### src/rtl/bram_stream_reader.sv
// bram_stream_reader: reads a wrapping range of a synchronous-read BRAM and
// streams the words out on a valid/ready interface. A small credit-limited
// FIFO absorbs read data so that backpressure never loses a word.
module bram_stream_reader #(
  parameter int ADDR_W     = 4,
  parameter int DATA_W     = 16,
  parameter int RD_LATENCY = 1
) (
  input  logic              clk,
  input  logic              rst_n,
  input  logic              start,
  input  logic [ADDR_W-1:0] start_addr,
  input  logic [ADDR_W:0]   len,
  output logic              busy,
  output logic              done,
  output logic              bram_en,
  output logic              bram_we,
  output logic [ADDR_W-1:0] bram_addr,
  input  logic [DATA_W-1:0] bram_dout,
  output logic [DATA_W-1:0] m_data,
  output logic              m_valid,
  input  logic              m_ready,
  output logic              m_last
);

  localparam int DEPTH  = 1 << ADDR_W;
  localparam int FIFO_D = 4;

  typedef enum logic [1:0] {IDLE, ISSUE, DRAIN} state_t;

  state_t              state_reg, state_next;
  logic [ADDR_W-1:0]   addr_reg, addr_next;
  logic [ADDR_W:0]     issue_cnt_reg, issue_cnt_next;
  logic [ADDR_W:0]     beat_cnt_reg, beat_cnt_next;
  logic                bram_en_reg, bram_en_next;
  logic [ADDR_W-1:0]   bram_addr_reg, bram_addr_next;
  logic                done_reg, done_next;
  logic [RD_LATENCY-1:0] pipe_reg;

  logic [DATA_W-1:0]   fifo_mem [FIFO_D];
  logic [1:0]          wr_ptr_reg, rd_ptr_reg;
  logic [2:0]          fifo_cnt_reg;

  logic                fifo_wr, fifo_rd;
  logic [3:0]          pending;
  logic                credit_ok;

  // Words are captured exactly when the latency pipe says the BRAM output is valid.
  assign fifo_wr = pipe_reg[RD_LATENCY-1];
  assign m_valid = (fifo_cnt_reg != 3'd0);
  assign fifo_rd = m_valid & m_ready;
  assign m_data  = fifo_mem[rd_ptr_reg];
  assign m_last  = m_valid & (beat_cnt_reg == (ADDR_W+1)'(1));

  assign busy      = (state_reg != IDLE);
  assign done      = done_reg;
  assign bram_en   = bram_en_reg;
  assign bram_we   = 1'b0;
  assign bram_addr = bram_addr_reg;

  // Count every word that owns a FIFO slot: buffered, in the pipe, or being read now.
  always_comb begin
    pending = {1'b0, fifo_cnt_reg} + {3'b000, bram_en_reg};
    for (int i = 0; i < RD_LATENCY; i++) begin
      pending = pending + {3'b000, pipe_reg[i]};
    end
    credit_ok = ((pending - {3'b000, fifo_rd}) < 4'(FIFO_D));
  end

  // Next-state logic: command acceptance, credit-gated read issue, completion.
  always_comb begin
    state_next     = state_reg;
    addr_next      = addr_reg;
    issue_cnt_next = issue_cnt_reg;
    beat_cnt_next  = beat_cnt_reg;
    bram_en_next   = 1'b0;
    bram_addr_next = bram_addr_reg;
    done_next      = 1'b0;

    if (fifo_rd) begin
      beat_cnt_next = beat_cnt_reg - 1'b1;
    end

    case (state_reg)
      IDLE: begin
        if (start && (len != '0) && (len <= (ADDR_W+1)'(DEPTH))) begin
          bram_en_next   = 1'b1;
          bram_addr_next = start_addr;
          addr_next      = start_addr + 1'b1;
          issue_cnt_next = len - 1'b1;
          beat_cnt_next  = len;
          state_next     = ISSUE;
        end
      end
      ISSUE: begin
        if (issue_cnt_reg == '0) begin
          state_next = DRAIN;
        end else if (credit_ok) begin
          bram_en_next   = 1'b1;
          bram_addr_next = addr_reg;
          addr_next      = addr_reg + 1'b1;
          issue_cnt_next = issue_cnt_reg - 1'b1;
          if (issue_cnt_reg == (ADDR_W+1)'(1)) begin
            state_next = DRAIN;
          end
        end
      end
      DRAIN: begin
        if (fifo_rd && (beat_cnt_reg == (ADDR_W+1)'(1))) begin
          state_next = IDLE;
          done_next  = 1'b1;
        end
      end
      default: state_next = IDLE;
    endcase
  end

  // Control state register; reset aborts any transfer in progress.
  always_ff @(posedge clk or negedge rst_n) begin
    if (!rst_n) begin
      state_reg     <= IDLE;
      addr_reg      <= '0;
      issue_cnt_reg <= '0;
      beat_cnt_reg  <= '0;
      bram_en_reg   <= 1'b0;
      bram_addr_reg <= '0;
      done_reg      <= 1'b0;
    end else begin
      state_reg     <= state_next;
      addr_reg      <= addr_next;
      issue_cnt_reg <= issue_cnt_next;
      beat_cnt_reg  <= beat_cnt_next;
      bram_en_reg   <= bram_en_next;
      bram_addr_reg <= bram_addr_next;
      done_reg      <= done_next;
    end
  end

  // Latency pipe: one bit per stage marks a read whose data is still in the BRAM.
  generate
    for (genvar gi = 0; gi < RD_LATENCY; gi++) begin : g_pipe
      if (gi == 0) begin : g_first
        // First stage follows the read strobe.
        always_ff @(posedge clk or negedge rst_n) begin
          if (!rst_n) pipe_reg[0] <= 1'b0;
          else        pipe_reg[0] <= bram_en_reg;
        end
      end else begin : g_rest
        // Later stages shift the marker along.
        always_ff @(posedge clk or negedge rst_n) begin
          if (!rst_n) pipe_reg[gi] <= 1'b0;
          else        pipe_reg[gi] <= pipe_reg[gi-1];
        end
      end
    end
  endgenerate

  // FIFO pointers and occupancy; simultaneous write and read keep the count.
  always_ff @(posedge clk or negedge rst_n) begin
    if (!rst_n) begin
      wr_ptr_reg   <= '0;
      rd_ptr_reg   <= '0;
      fifo_cnt_reg <= '0;
    end else begin
      if (fifo_wr) wr_ptr_reg <= wr_ptr_reg + 1'b1;
      if (fifo_rd) rd_ptr_reg <= rd_ptr_reg + 1'b1;
      if (fifo_wr && !fifo_rd)      fifo_cnt_reg <= fifo_cnt_reg + 1'b1;
      else if (!fifo_wr && fifo_rd) fifo_cnt_reg <= fifo_cnt_reg - 1'b1;
    end
  end

  // FIFO storage, cleared on reset so the idle stream data reads as zero.
  generate
    for (genvar gi = 0; gi < FIFO_D; gi++) begin : g_fifo
      // One entry: written when the write pointer selects it.
      always_ff @(posedge clk or negedge rst_n) begin
        if (!rst_n)                             fifo_mem[gi] <= '0;
        else if (fifo_wr && (wr_ptr_reg == gi)) fifo_mem[gi] <= bram_dout;
      end
    end
  endgenerate

endmodule
### config.mk
export PLATFORM = sky130hd
export DESIGN_NAME = bram_stream_reader
export DESIGN_NICKNAME = d
export VERILOG_FILES = /design/src/rtl/bram_stream_reader.sv
export SDC_FILE = /design/constraint.sdc
export NUM_CORES = 1
export LEC_CHECK = 0
export ABC_AREA = 1
export ABC_CLOCK_PERIOD_IN_PS = 3100
export CORE_AREA = 2 2 95 97
export DETAILED_ROUTE_END_ITERATION = 6
export DIE_AREA = 0 0 97 99
export GPL_TIMING_DRIVEN = 0
export HOLD_SLACK_MARGIN = 0.03
export PLACE_DENSITY = 0.77
export SLEW_MARGIN = 20
export SYNTH_ARGS = -nofsm -noshare
export SYNTH_HDL_FRONTEND = slang
export SYNTH_SLANG_ARGS = --single-unit
### constraint.sdc
create_clock -name clk -period 3.1 [get_ports clk]
set_clock_uncertainty 0.1 [all_clocks]
set_input_delay 0.62 -clock clk [delete_from_list [all_inputs] [get_ports clk]]
set_output_delay 0.62 -clock clk [all_outputs]
set_load 0.02 [all_outputs]
# After elaboration in Yosys (flattened, before gate mapping)
# Cells that the tools add are included.
# totals
regBits	94
inputBits	29
output_inout_bits	26
# op_classes
addsub	12
magnitude_cmp	3
n_eq_ne	13
n_mux	32
bitwise	3
reduce_logical	21
# ops
operator	n
$bmux 16 s2	1
$mux 16	2
$mux 5	6
$mux 4	6
$pmux 4 s2	2
$sub 5x1->5 const B	3
$eq 5x1->1 const B	2
$mux 2	5
$pmux 5 s2	1
$logic_and 1x1->1	9
$add 4x1->4 const B	2
$ne 2x2->1 const B	4
$reduce_and 4->1	2
$eq 2x2->1 const B	3
$mux 3	2
$ne 3x3->1 const B	2
$pmux 2 s3	1
$reduce_bool 2->1	3
$le 5x5->1 const B	1
$logic_not 5->1	1
$mux 1	5
$reduce_bool 5->1	1
$add 2x1->2 const B	2
$add 3x1->4	1
other kinds (13)	17

# Logic depth before layout (Yosys ltp)
# Gate-level depths: netlist of the first run.
# depth
word_depth	7
mapped_depth	17

# Worst setup path before layout of the first run
# No wires, ideal clock.
# synth_timing
path_kind	register -> register
startpoint	register fifo_cnt_reg[2]
endpoint	register issue_cnt_reg[1]
setup_ps	123
arrival_time_ps	2175
t_required_ps	2877
slack_ps	702
path_stages_with_launch	17
cell_sequence	dfrtp_1 inv_1 nand3_1 nand2_2 inv_1 nand2_1 o21ai_0 ha_1 nand2_1 nand2_1 nand2_1 nand2_1 nand2_1 nand3_1 buf_4 nand3_1 nand2_1
# synth_between
elab_chain_cells	6
# synth_lines
element	line_no	source
start, declared	42	logic [2:0] fifo_cnt_reg;
start signal, assigned	167	if (fifo_wr && !fifo_rd) fifo_cnt_reg <= fifo_cnt_reg + 1'b1;
start signal, assigned	168	else if (!fifo_wr && fifo_rd) fifo_cnt_reg <= fifo_cnt_reg - 1'b1;
$reduce_bool 3->1	50	assign m_valid = (fifo_cnt_reg != 3'd0);
named net m_valid	21	output logic m_valid,
$and 1x1->1	51	assign fifo_rd = m_valid & m_ready;
$sub 4x1->4	67	credit_ok = ((pending - {3'b000, fifo_rd}) < 4'(FIFO_D));
$lt 4x3->1	67	
$ne 2x2->1 (no line)	--	
$reduce_and 4->1 (no line)	--	
end signal, assigned	131	issue_cnt_reg <= issue_cnt_next;
end, declared	33	logic [ADDR_W:0] issue_cnt_reg, issue_cnt_next;
# The timed path passes the listed nets, and every way through them passes these cells.
# A chain may end at the register's enable or synchronous reset.

# Worst setup path after layout of the first run
# layout_timing
startpoint	register rd_ptr_reg[0]
endpoint	output port m_data[12]
# layout_between
elab_chain_cells	4
# layout_lines
element	line_no	source
start, declared	41	logic [1:0] wr_ptr_reg, rd_ptr_reg;
start signal, assigned	166	if (fifo_rd) rd_ptr_reg <= rd_ptr_reg + 1'b1;
$not 2->3 (not written as such)	52	assign m_data = fifo_mem[rd_ptr_reg];
$bmux 16 s2	52	
$mux 16 (not written as such) (2 in a row)	52	
end, declared	20	output logic [DATA_W-1:0] m_data,
# Every way passes these cells. The select of a mux whose other input is x is not followed.

==> metrics, run 1 <==
# DRC 0; commonest cells after routing, fill and taps aside 134 x nand2_1, 112 x o21ai_0, 93 x dfrtp_1; sequential share of power 36.2%; Max stage delay on crit path ~0.66 ns; # IOs between 50 and 60; via count 4,020; kind of critical path flop to output port; fmax 0.3304 GHz; clk slew on worst S/H paths about 0.10 ns; Yosys cell types 28; DRT iter0 DRCs between 200 and 300; post-DP HPWL roughly 7.7 mm; dpl cell area about 5300 sq um; GP Congestion about 0.87; Initial DRT Pass Iterations 5; status completed; Clk Latency, worst-skew pair ~0.36 ns; worst rel slew slack about 56%; largest net degree at the start of global routing 71; worst-path cell with the longest stage delay clkdlybuf4s50_1; Clk pwr share 14.8%; Seq. cell area between 2000 and 2500 sq um; Rows 34; FILL cells 733; most area-hungry cell type in the Yosys netlist dfrtp_1; pwr dens 1114 nW/um^2; CP bufs+invs 3; die area 9603 sq um; CP Data Required Time roughly 2.4 ns; top post-synthesis cells by area dfrtp_1 51%, o21ai_0 12%, nand2_1 11%, ha_1 4.1%, inv_1 4.1%; Final Worst Setup Slack approximately 0.073 ns; Period minus WS final a little over 3 ns; number of port buffers 53; endpoint kind of the worst setup timing path output port; Area Growth Syn to Fin 20.51%; clock buffer depth 2; worst slack, placed roughly 0.020 ns; total power approximately 6.1 mW; Final ANT Viol Nets 0; layout cell share with drive strength beyond 1 under 10%; clk sinks 94; Largest delay share family, worst path buffers and inverters; WL per Instance approximately 16 um; sequential element share of the synthesized area between 50% and 60%; total CTS buffers 9; Ant. Diodes 0; RSZ-0062 raised after global routing false; Floorplan Core Area between 8000 and 9000 sq um; Internal Power between 3 and 4 mW; total grt overflow 0; Die H about 99 um; Die X roughly 97 um; number of global-route vias before repair 4,050; first-pass GRT wire length ~19 mm; fin. max-slew vios 0; Final setup viols 0; Cells after Synth between 500 and 600; final worst path period share a little over nine tenths; area occupied by multi-input gates approximately 1900 sq um; endpoints failing hold 0; gr usage total 24.80%; max reg flops 64; most common cell after layout, fill and taps aside nand2_1; MaxCap Viol Count 0; post-synth top area share around 51%; sw frac 42.67%; Fin Setup TNS 0 ns; post-route cell area between 5000 and 6000 sq um; Final Net Count 663; CP Cell Sequence inv_1, clkbuf_2, o21ai_0, o22ai_1, clkdlybuf4s50_1; Psw 2.618 mW; WP data arrival around 2.3 ns; Synth Cell Area about 4600 sq um; Comb pwr share about half; Crit Path Max Fanout 10; Tightest Pin Transition roughly 0.66 ns; synthesized flop and latch total 94; htree depth 3; Initial Utilization between 50% and 60%; synth warn 0; LEAKAGE ~2.7 nW; syn avg cell area 8.278 sq um; antenna violations before repair 0; CTS tree done; drt total wl around 11 mm; syn_nets approximately 600; Tightest Hold Check Type flop to flop; peak supply drop around 0.55 mV; Critical Path Source Type flop; root buffer cell clkbuf_8; Vias/cell between 5 and 6
==> layer usage <==
metal / vias up / GRT usage, % / part of all wire (%)
met2: 152 / 41.77 / 49
met3: 24 / 2.908 / 5.5
li1: 1925 / - / -
met5: - / 0 / 0
met4: 0 / 12.46 / 2.3
met1: 1919 / 31.96 / 43
==> power by group through the flow <==
| stage | clock network [mW] | logic, mW | registers, mW |
|---|---|---|---|
| final | 0.908 | 3.00 | 2.22 |
| after global routing | 0.970 | 3.36 | 2.29 |
| after CTS | 0.912 | 3.01 | 2.21 |
| after detailed placement | 0 | 2.96 | 2.22 |
| after global placement | 0 | 2.85 | 2.20 |
| after floorplan | 0 | 1.93 | 2.16 |
==> cells in the mapped netlist <==
cell type / number
nand2_2: 2
a31oi_1: 1
nor2_1: 50
o21ai_0: 112
buf_1: 1
inv_1: 50
buf_2: 1
xnor2_1: 4
xor2_1: 7
nand2_4: 1
ha_1: 15
a31oi_2: 1
nand2_1: 134
nand3_1: 25
buf_8: 1
clkbuf_1: 20
o21ai_1: 2
dfrtp_1: 94
nor4_1: 1
buf_4: 3
nand3_4: 1
a21oi_1: 4
conb_1: 1
and2_4: 1
o22ai_1: 16
fa_1: 1
nand4_1: 2
nor2_2: 1
==> worst paths after layout <==
path / start / slack [ns] / to / cells past startpoint
max: rd_ptr_reg[0] / 0.07 / m_data[12] / 5
min: bram_en / 0.36 / fifo_wr / 0
max reg2reg: fifo_cnt_reg[1] / 0.40 / addr_reg[3] / 17
min reg2reg: bram_en / 0.36 / fifo_wr / 0
max in group asynchronous: rst_n / 1.71 / rd_ptr_reg[1] / 3
min in group asynchronous: rst_n / 0.58 / fifo_mem[3] / 2
==> per-stage QoR <==
step / hold WS, ns / instances / util, %
floorplan: 0.2244 / 552 / -
finish: 0.3609 / 731 / 64.40
CTS: 0.3668 / 731 / 64.34
detailed placement: 0.3557 / 714 / 61.56
global placement: 0.3469 / 713 / 61.22
global route: 0.3684 / 731 / 64.40
==> layout make-up <==
type | count | share of cell area [%]
timing repair buffer | 55 | 10.34
sequential | 94 | 42.74
tap | 108 | 2.454
clock inverter | 7 | 1.772
clock buffer | 9 | 2.249
inverter | 50 | 3.408
multi-input combinational | 382 | 34.65
buffer | 26 | 2.386
==> kinds of logic after synthesis <==
group	after synthesis	synth area share, %
DFF	94	51.48
xor gates and xnor gates	11	2.108
AOI/OAI and AO/OA	136	15.53
adders and majority gates	16	4.545
other	1	0.08207
and+or+nand+nor	218	19.50
buffers and inverters	76	6.763
==> what timing repair did <==
item | in CTS | in global routing
resized for setup | 5 | 8
buffers inserted | 0 | 0
setup endpoints to repair | 13 | 14
endpoints found under the hold margin | 24 | 0
hold buffers | 1 | 0
Power figures use the tool's default switching activity.
==> run 2, diff against run 1 <==
- ABC_AREA: 1 -> not set
- SLEW_MARGIN: 20 -> 10
==> run 2 against run 1 <==
Maximum frequency is 0.92% higher; critical path type is now input port to flop; sequential share of layout area is 0.084 points higher; register-to-register slack worse by 0.20 ns; total power is 2.1% lower.
==> metrics, run 2 <==
post-route cell area 5493 sq um (-0.25%); sequential element share of the synthesized area 51.31% (-0.17 points); cts repair resizes 3 (-2); Final ANT Viol Nets 0 (unchanged); max reg flops 64 (unchanged); largest net degree at the start of global routing 56 (-21%); pwr dens 1093 nW/um^2 (-1.8%); Post-synth EDFFs 0 (unchanged); Post-CTS Setup Inserts 0 (unchanged); Tightest Pin Transition 0.6899 ns (+0.02736 ns); Post-CTS Hold Buffers 0 (-1); Area Growth Syn to Fin 19.81%; FFs w/ async S/R, synth 100.0% (unchanged); clk slew on worst S/H paths 0.10 ns (about the same); flop2flop setup slack 0.20 ns (-0.20 ns); final worst path period share 96.76% (-0.89 points); most area-hungry cell type in the Yosys netlist dfrtp_1; Floorplan Core Area 8551 sq um (unchanged); r2r worst-path depth 11 (-6); WL per Instance 16.68 um (+7.4%); Final Net Count 455 (-31%); CP Data Required Time 3.25 ns (+0.87 ns); Final setup viols 0 (unchanged); gr usage total 19.30% (-5.5 points); Die X 97 um (unchanged); fmax 0.3334 GHz (+0.92%); Cells after Synth 346 (-37%); htree depth 3 (unchanged); Clk Latency, worst-skew pair 0.36 ns (about the same); die area 9603 sq um (unchanged); reg2reg start fifo_cnt_reg[0]; synth warn 0 (unchanged); MaxCap Viol Count 0 (unchanged); LEAKAGE 2.323 nW (-14%); endpoint kind of the worst setup timing path flop; RSZ-0062 raised after global routing false; synthesized flop and latch total 94 (unchanged); total CTS buffers 9 (unchanged); WL met1 3.970 mm (-18%); peak supply drop 0.4400 mV (-19%); WP data arrival 3.15 ns (+0.84 ns); Period minus WS final 2.999 ns (-0.02762 ns); status completed; number of global-route vias before repair 2,982 (-26%); commonest cells after routing, fill and taps aside 94 x dfrtp_1, 67 x mux2_2, 52 x clkdlybuf4s50_1; via count 2,931 (-27%); most common cell after layout, fill and taps aside dfrtp_1; endpoints failing hold 0 (unchanged); count leader, synth dfrtp_1; most instantiated cells after synthesis 94 x dfrtp_1, 67 x mux2_2, 23 x nand2_1, 18 x inv_1, 16 x mux4_2; drt total wl 8.726 mm (-23%); post-synth top area share 51.31% (-0.17 points); Crit Path Max Fanout 10 (unchanged); syn_nets 391 (-35%); total grt overflow 0 (unchanged); root buffer cell clkbuf_8; kind of critical path input port to flop; layout cell share with drive strength beyond 1 28.19% (+22 points); metal3 WL 351 um (-44%); worst rel slew slack 54.01% (-1.8 points); Critical Path Source Type input port; Tightest Hold Check Type input port to async pin; Initial Utilization 53.61% (+0.18 points); Yosys cell types 46 (+64%); Vias/cell 5.604 (+1.9%); Initial DRT Pass Iterations 4 (-1); Fin Hold WS 0.1877 ns (-0.1732 ns); clock buffer depth 2 (unchanged); number of port buffers 53 (unchanged); DR WL met2 4.312 mm (-23%); clk sinks 94 (unchanged); syn avg cell area 13.25 sq um (+60%); top post-synthesis cells by area dfrtp_1 51%, mux2_2 16%, mux4_2 7.9%, ha_1 4.1%, nand2_1 1.9%; # DRC 0 (unchanged); Die H 99 um (unchanged); Synth Cell Area 4584 sq um (+0.33%); GP Congestion 0.8280 (-4.5%); fin. max-slew vios 0 (unchanged); # IOs 55 (unchanged); Rows 34 (unchanged); Worst R2R End issue_cnt_reg[3]; Ant. Diodes 0 (unchanged); dpl cell area 5268 sq um (about the same); DRT iter0 DRCs 109 (-58%); ys flop type dfrtp_1; top sig layer met4; post-DP HPWL 6.109 mm (-21%); antenna violations before repair 0 (unchanged); CTS tree done; first-pass GRT wire length 14.77 mm (-23%)
run 2: cell types whose count changed in the layout (fill, tap and decap cells not counted), moves of 19 or more:
cell | previous run | this run
nand2_1 | 134 | 23
o21ai_0 | 112 | 15
mux2_2 | 0 | 67
nor2_1 | 50 | 8
inv_1 | 49 | 18
nand3_1 | 25 | 6
run 2: area by class of cell:
class                           count  area (sq um)
Inverter                           18         67.56
Sequential cell                    94          2352
Multi-Input combinational cell    217          2076
Fill cell                         656          3058
Buffer                             16         100.1
Clock buffer                        9         123.9
Timing Repair Buffer               54         548.0
Tap cell                          108         135.1
Clock inverter                      7         90.09
run 2: worst max-delay path: stages:
cell and delay, ns:
clkdlybuf4s50_1 0.50, o31a_1 0.14, clkbuf_4 0.20, nand2_1 0.09, ha_1 0.30, a21oi_1 0.21
a21oi_1 0.17, o311a_1 0.41, clkbuf_4 0.21, a211oi_1 0.24, a21oi_1 0.06
run 2: routing by layer:
layer | vias up | track usage (%)
met2 | 66 | 32.43
li1 | 1363 | -
met1 | 1493 | 25.57
met5 | - | 0
met4 | 0 | 6.176
met3 | 9 | 3.830
run 2: worst max path at each step:
| stage | start | end | slack [ns] | cells past startpoint |
|---|---|---|---|---|
| detailed placement | m_ready | addr_reg[3] | -0.26 | 11 |
| global route | m_ready | issue_cnt_reg[4] | 0.02 | 11 |
| global placement | rst_n | bram_addr[1] | -2.11 | 1 |
| finish | m_ready | issue_cnt_reg[4] | 0.10 | 11 |
| CTS | m_ready | issue_cnt_reg[3] | 0.05 | 11 |
| floorplan | fifo_cnt_reg[0] | addr_reg[0] | 0.53 | 11 |
run 2: power by group:
group          internal [mW]  total [mW]  switching (mW)
Clock                  0.391       0.870           0.479
Sequential              1.85        2.23           0.379
Combinational           1.62        2.91            1.29
run 2: metrics by stage:
| stage | std cells | setup TNS, ns | setup WS [ns] | utilization [%] | total power [mW] |
|---|---|---|---|---|---|
| 3_5_place_dp | 508 | -2.685 | -0.2603 | 61.60 | 5.163 |
| 5_1_grt | 523 | 0 | 0.02235 | 64.24 | 6.385 |
| 2_1_floorplan | 346 | 0 | 0.5307 | - | 4.177 |
| 4_1_cts | 523 | 0 | 0.04969 | 64.14 | 6.043 |
| 6_report | 523 | 0 | 0.1006 | 64.24 | 6.006 |
| 3_3_place_gp | 507 | -199.48 | -2.106 | 61.40 | 5.050 |
run 2: kinds of logic after synthesis:
logic type | share of synthesized area (%)
multiplexers | 25.96
AND/OR/NAND/NOR | 6.742
buffers and inverters | 3.411
flip-flops | 51.31
adder cells (fa/ha/maj) | 4.531
XOR/XNOR | 2.866
other | 0.08180
AO/OA/AOI/OAI | 5.104
==> run 3, diff against run 2 <==
--- a/config.mk
+++ b/config.mk
@@ -7,4 +7,5 @@
 export LEC_CHECK = 0
 export ABC_CLOCK_PERIOD_IN_PS = 3100
+export CAP_MARGIN = 25
 export CORE_AREA = 2 2 95 97
 export DETAILED_ROUTE_END_ITERATION = 6
==> constraint.sdc (replaced) <==
create_clock -name clk -period 3.1 [get_ports clk]
set_clock_uncertainty 0.1 [all_clocks]
set_input_delay 0.465 -clock clk [delete_from_list [all_inputs] [get_ports clk]]
set_output_delay 0.465 -clock clk [all_outputs]
set_load 0.02 [all_outputs]
==> run 3 against run 2 <==
Sequential power about the same; via count decreased by 0.58%; non-clock buffer count increased by 1; first-iteration DRC count decreased by 41%; critical path type is now flop to output port; largest cell class unchanged; highest routed layer unchanged.
==> metrics, run 3 (synthesis results as in run 2) <==
# IOs 55 (unchanged); Ant. Diodes 0 (unchanged); DRT iter0 DRCs 64 (-41%); via count 2,914 (-0.58%); cts repair resizes 2 (-1); endpoint kind of the worst setup timing path output port; final worst path period share 95.66% (-1.1 points); gr usage total 19.32% (about the same); placed cell count 508 (unchanged); largest net degree at the start of global routing 56 (unchanged); first-pass GRT wire length 14.78 mm (about the same); die area 9603 sq um (unchanged); Fin Setup TNS 0 ns (unchanged); kind of critical path flop to output port; Largest delay share family, worst path buffers and inverters; total power 6.001 mW (about the same); Period minus WS final 2.965 ns (-0.03409 ns); Worst R2R End issue_cnt_reg[3]; CP bufs+invs 3 (unchanged); clk sinks 94 (unchanged); Die H 99 um (unchanged); RSZ-0062 raised after global routing false; Fin Hold WS 0.03406 ns (-0.1536 ns); Die X 97 um (unchanged); post-route cell area 5485 sq um (-0.14%); Initial DRT Pass Iterations 4 (unchanged); post-DP HPWL 6.109 mm (unchanged); Post-CTS Setup Inserts 0 (unchanged); pwr dens 1094 nW/um^2 (about the same); layout cell share with drive strength beyond 1 28.13% (-0.068 points); Tightest Hold Check Type input port to async pin; peak supply drop 0.4396 mV (about the same); GP Congestion 0.8280 (unchanged); CP Cell Sequence clkbuf_1, buf_2, mux4_2, clkdlybuf4s50_1; Rows 34 (unchanged); drt total wl 8.790 mm (+0.73%); clock buffer depth 2 (unchanged); Area Growth Syn to Fin 19.65%; fmax 0.3372 GHz (+1.1%); WL per Instance 16.77 um (+0.54%); total grt overflow 0 (unchanged); WP data arrival 2.40 ns (-0.75 ns); antenna violations before repair 0 (unchanged); flop2flop setup slack 0.18 ns (-0.02 ns); clk slew on worst S/H paths 0.10 ns (about the same); r2r worst-path depth 11 (unchanged); Crit Path Max Fanout 10 (unchanged); reg2reg start fifo_cnt_reg[0]; max reg flops 64 (unchanged); Final Net Count 456 (+0.22%); number of global-route vias before repair 2,978 (-0.13%); Clk Latency, worst-skew pair 0.36 ns (about the same); LEAKAGE 2.322 nW (about the same); status completed; Vias/cell 5.561 (-0.77%); Critical Path Source Type flop; Final ANT Viol Nets 0 (unchanged); # DRC 0 (unchanged); endpoints failing hold 0 (unchanged); MaxCap Viol Count 0 (unchanged); Post-CTS Hold Buffers 0 (unchanged); Initial Utilization 53.61% (unchanged); Tightest Pin Transition 0.6911 ns (+0.001186 ns); most common cell after layout, fill and taps aside dfrtp_1; CP Data Required Time 2.53 ns (-0.72 ns); dpl cell area 5268 sq um (unchanged); Final setup viols 0 (unchanged); worst rel slew slack 53.93% (-0.079 points); CTS tree done; fin. max-slew vios 0 (unchanged); commonest cells after routing, fill and taps aside 94 x dfrtp_1, 67 x mux2_2, 52 x clkdlybuf4s50_1; worst-path cell with the longest stage delay clkdlybuf4s50_1; root buffer cell clkbuf_8; Post-Layout Cell Count 524 (+0.19%); htree depth 3 (unchanged); total CTS buffers 9 (unchanged); Floorplan Core Area 8551 sq um (unchanged); Max stage delay on crit path 0.56 ns (+0.06 ns); number of port buffers 53 (unchanged)
==> run 3: changes by cell type in the layout (fill, tap and decap cells not counted) <==
cell and change:
clkbuf_4 -2, buf_2 +3, buf_6 -1, clkbuf_1 +1
==> run 3: report_power, final <==
group	internal, mW	switching, mW
clock network	0.391	0.478
logic	1.61	1.32
registers	1.85	0.358
total	3.84	2.16
==> run 3: per-stage QoR <==
step                      util, %  setup slack (ns)
after floorplan                 -            0.5307
after global placement      61.40            -1.951
after detailed placement    61.60           -0.1053
after CTS                   64.15            0.1035
after global routing        64.15           0.01179
final                       64.15            0.1347
==> run 3: worst reg2reg max path: cells and delay by family, from the launching register on <==
kind | cells | cell delay, ns
adder cells (fa/ha/maj) | 1 | 0.28
AO/OA/AOI/OAI | 5 | 1.27
AND/OR/NAND/NOR | 3 | 0.28
flip-flops | 1 | 0.45
buffers and inverters | 2 | 0.43
==> run 3: how the worst max path moves through the flow <==
| stage | from | to | slack, ns | cells after the start |
|---|---|---|---|---|
| 4_1_cts | rd_ptr_reg[0] | m_data[7] | 0.10 | 4 |
| 6_report | rd_ptr_reg[1] | m_data[7] | 0.13 | 4 |
| 2_1_floorplan | fifo_cnt_reg[0] | addr_reg[0] | 0.53 | 11 |
| 3_5_place_dp | m_ready | addr_reg[3] | -0.11 | 11 |
| 5_1_grt | rd_ptr_reg[0] | m_data[7] | 0.01 | 4 |
| 3_3_place_gp | rst_n | bram_addr[1] | -1.95 | 1 |
==> run 3: metal layers <==
layer | GRT usage, % | wire length [um] | vias to the layer above
met5 | 0 | 0 | -
met4 | 5.742 | 113 | 0
met3 | 3.830 | 290 | 12
li1 | - | - | 1366
met2 | 32.69 | 4336 | 60
met1 | 25.57 | 4049 | 1476
==> run 3: area by class of cell <==
class	count	area, sq um
Clock buffer	9	123.9
Inverter	18	67.56
Buffer	17	92.59
Multi-Input combinational cell	217	2076
Tap cell	108	135.1
Timing Repair Buffer	54	548.0
Sequential cell	94	2352
Clock inverter	7	90.09
Fill cell	654	3065
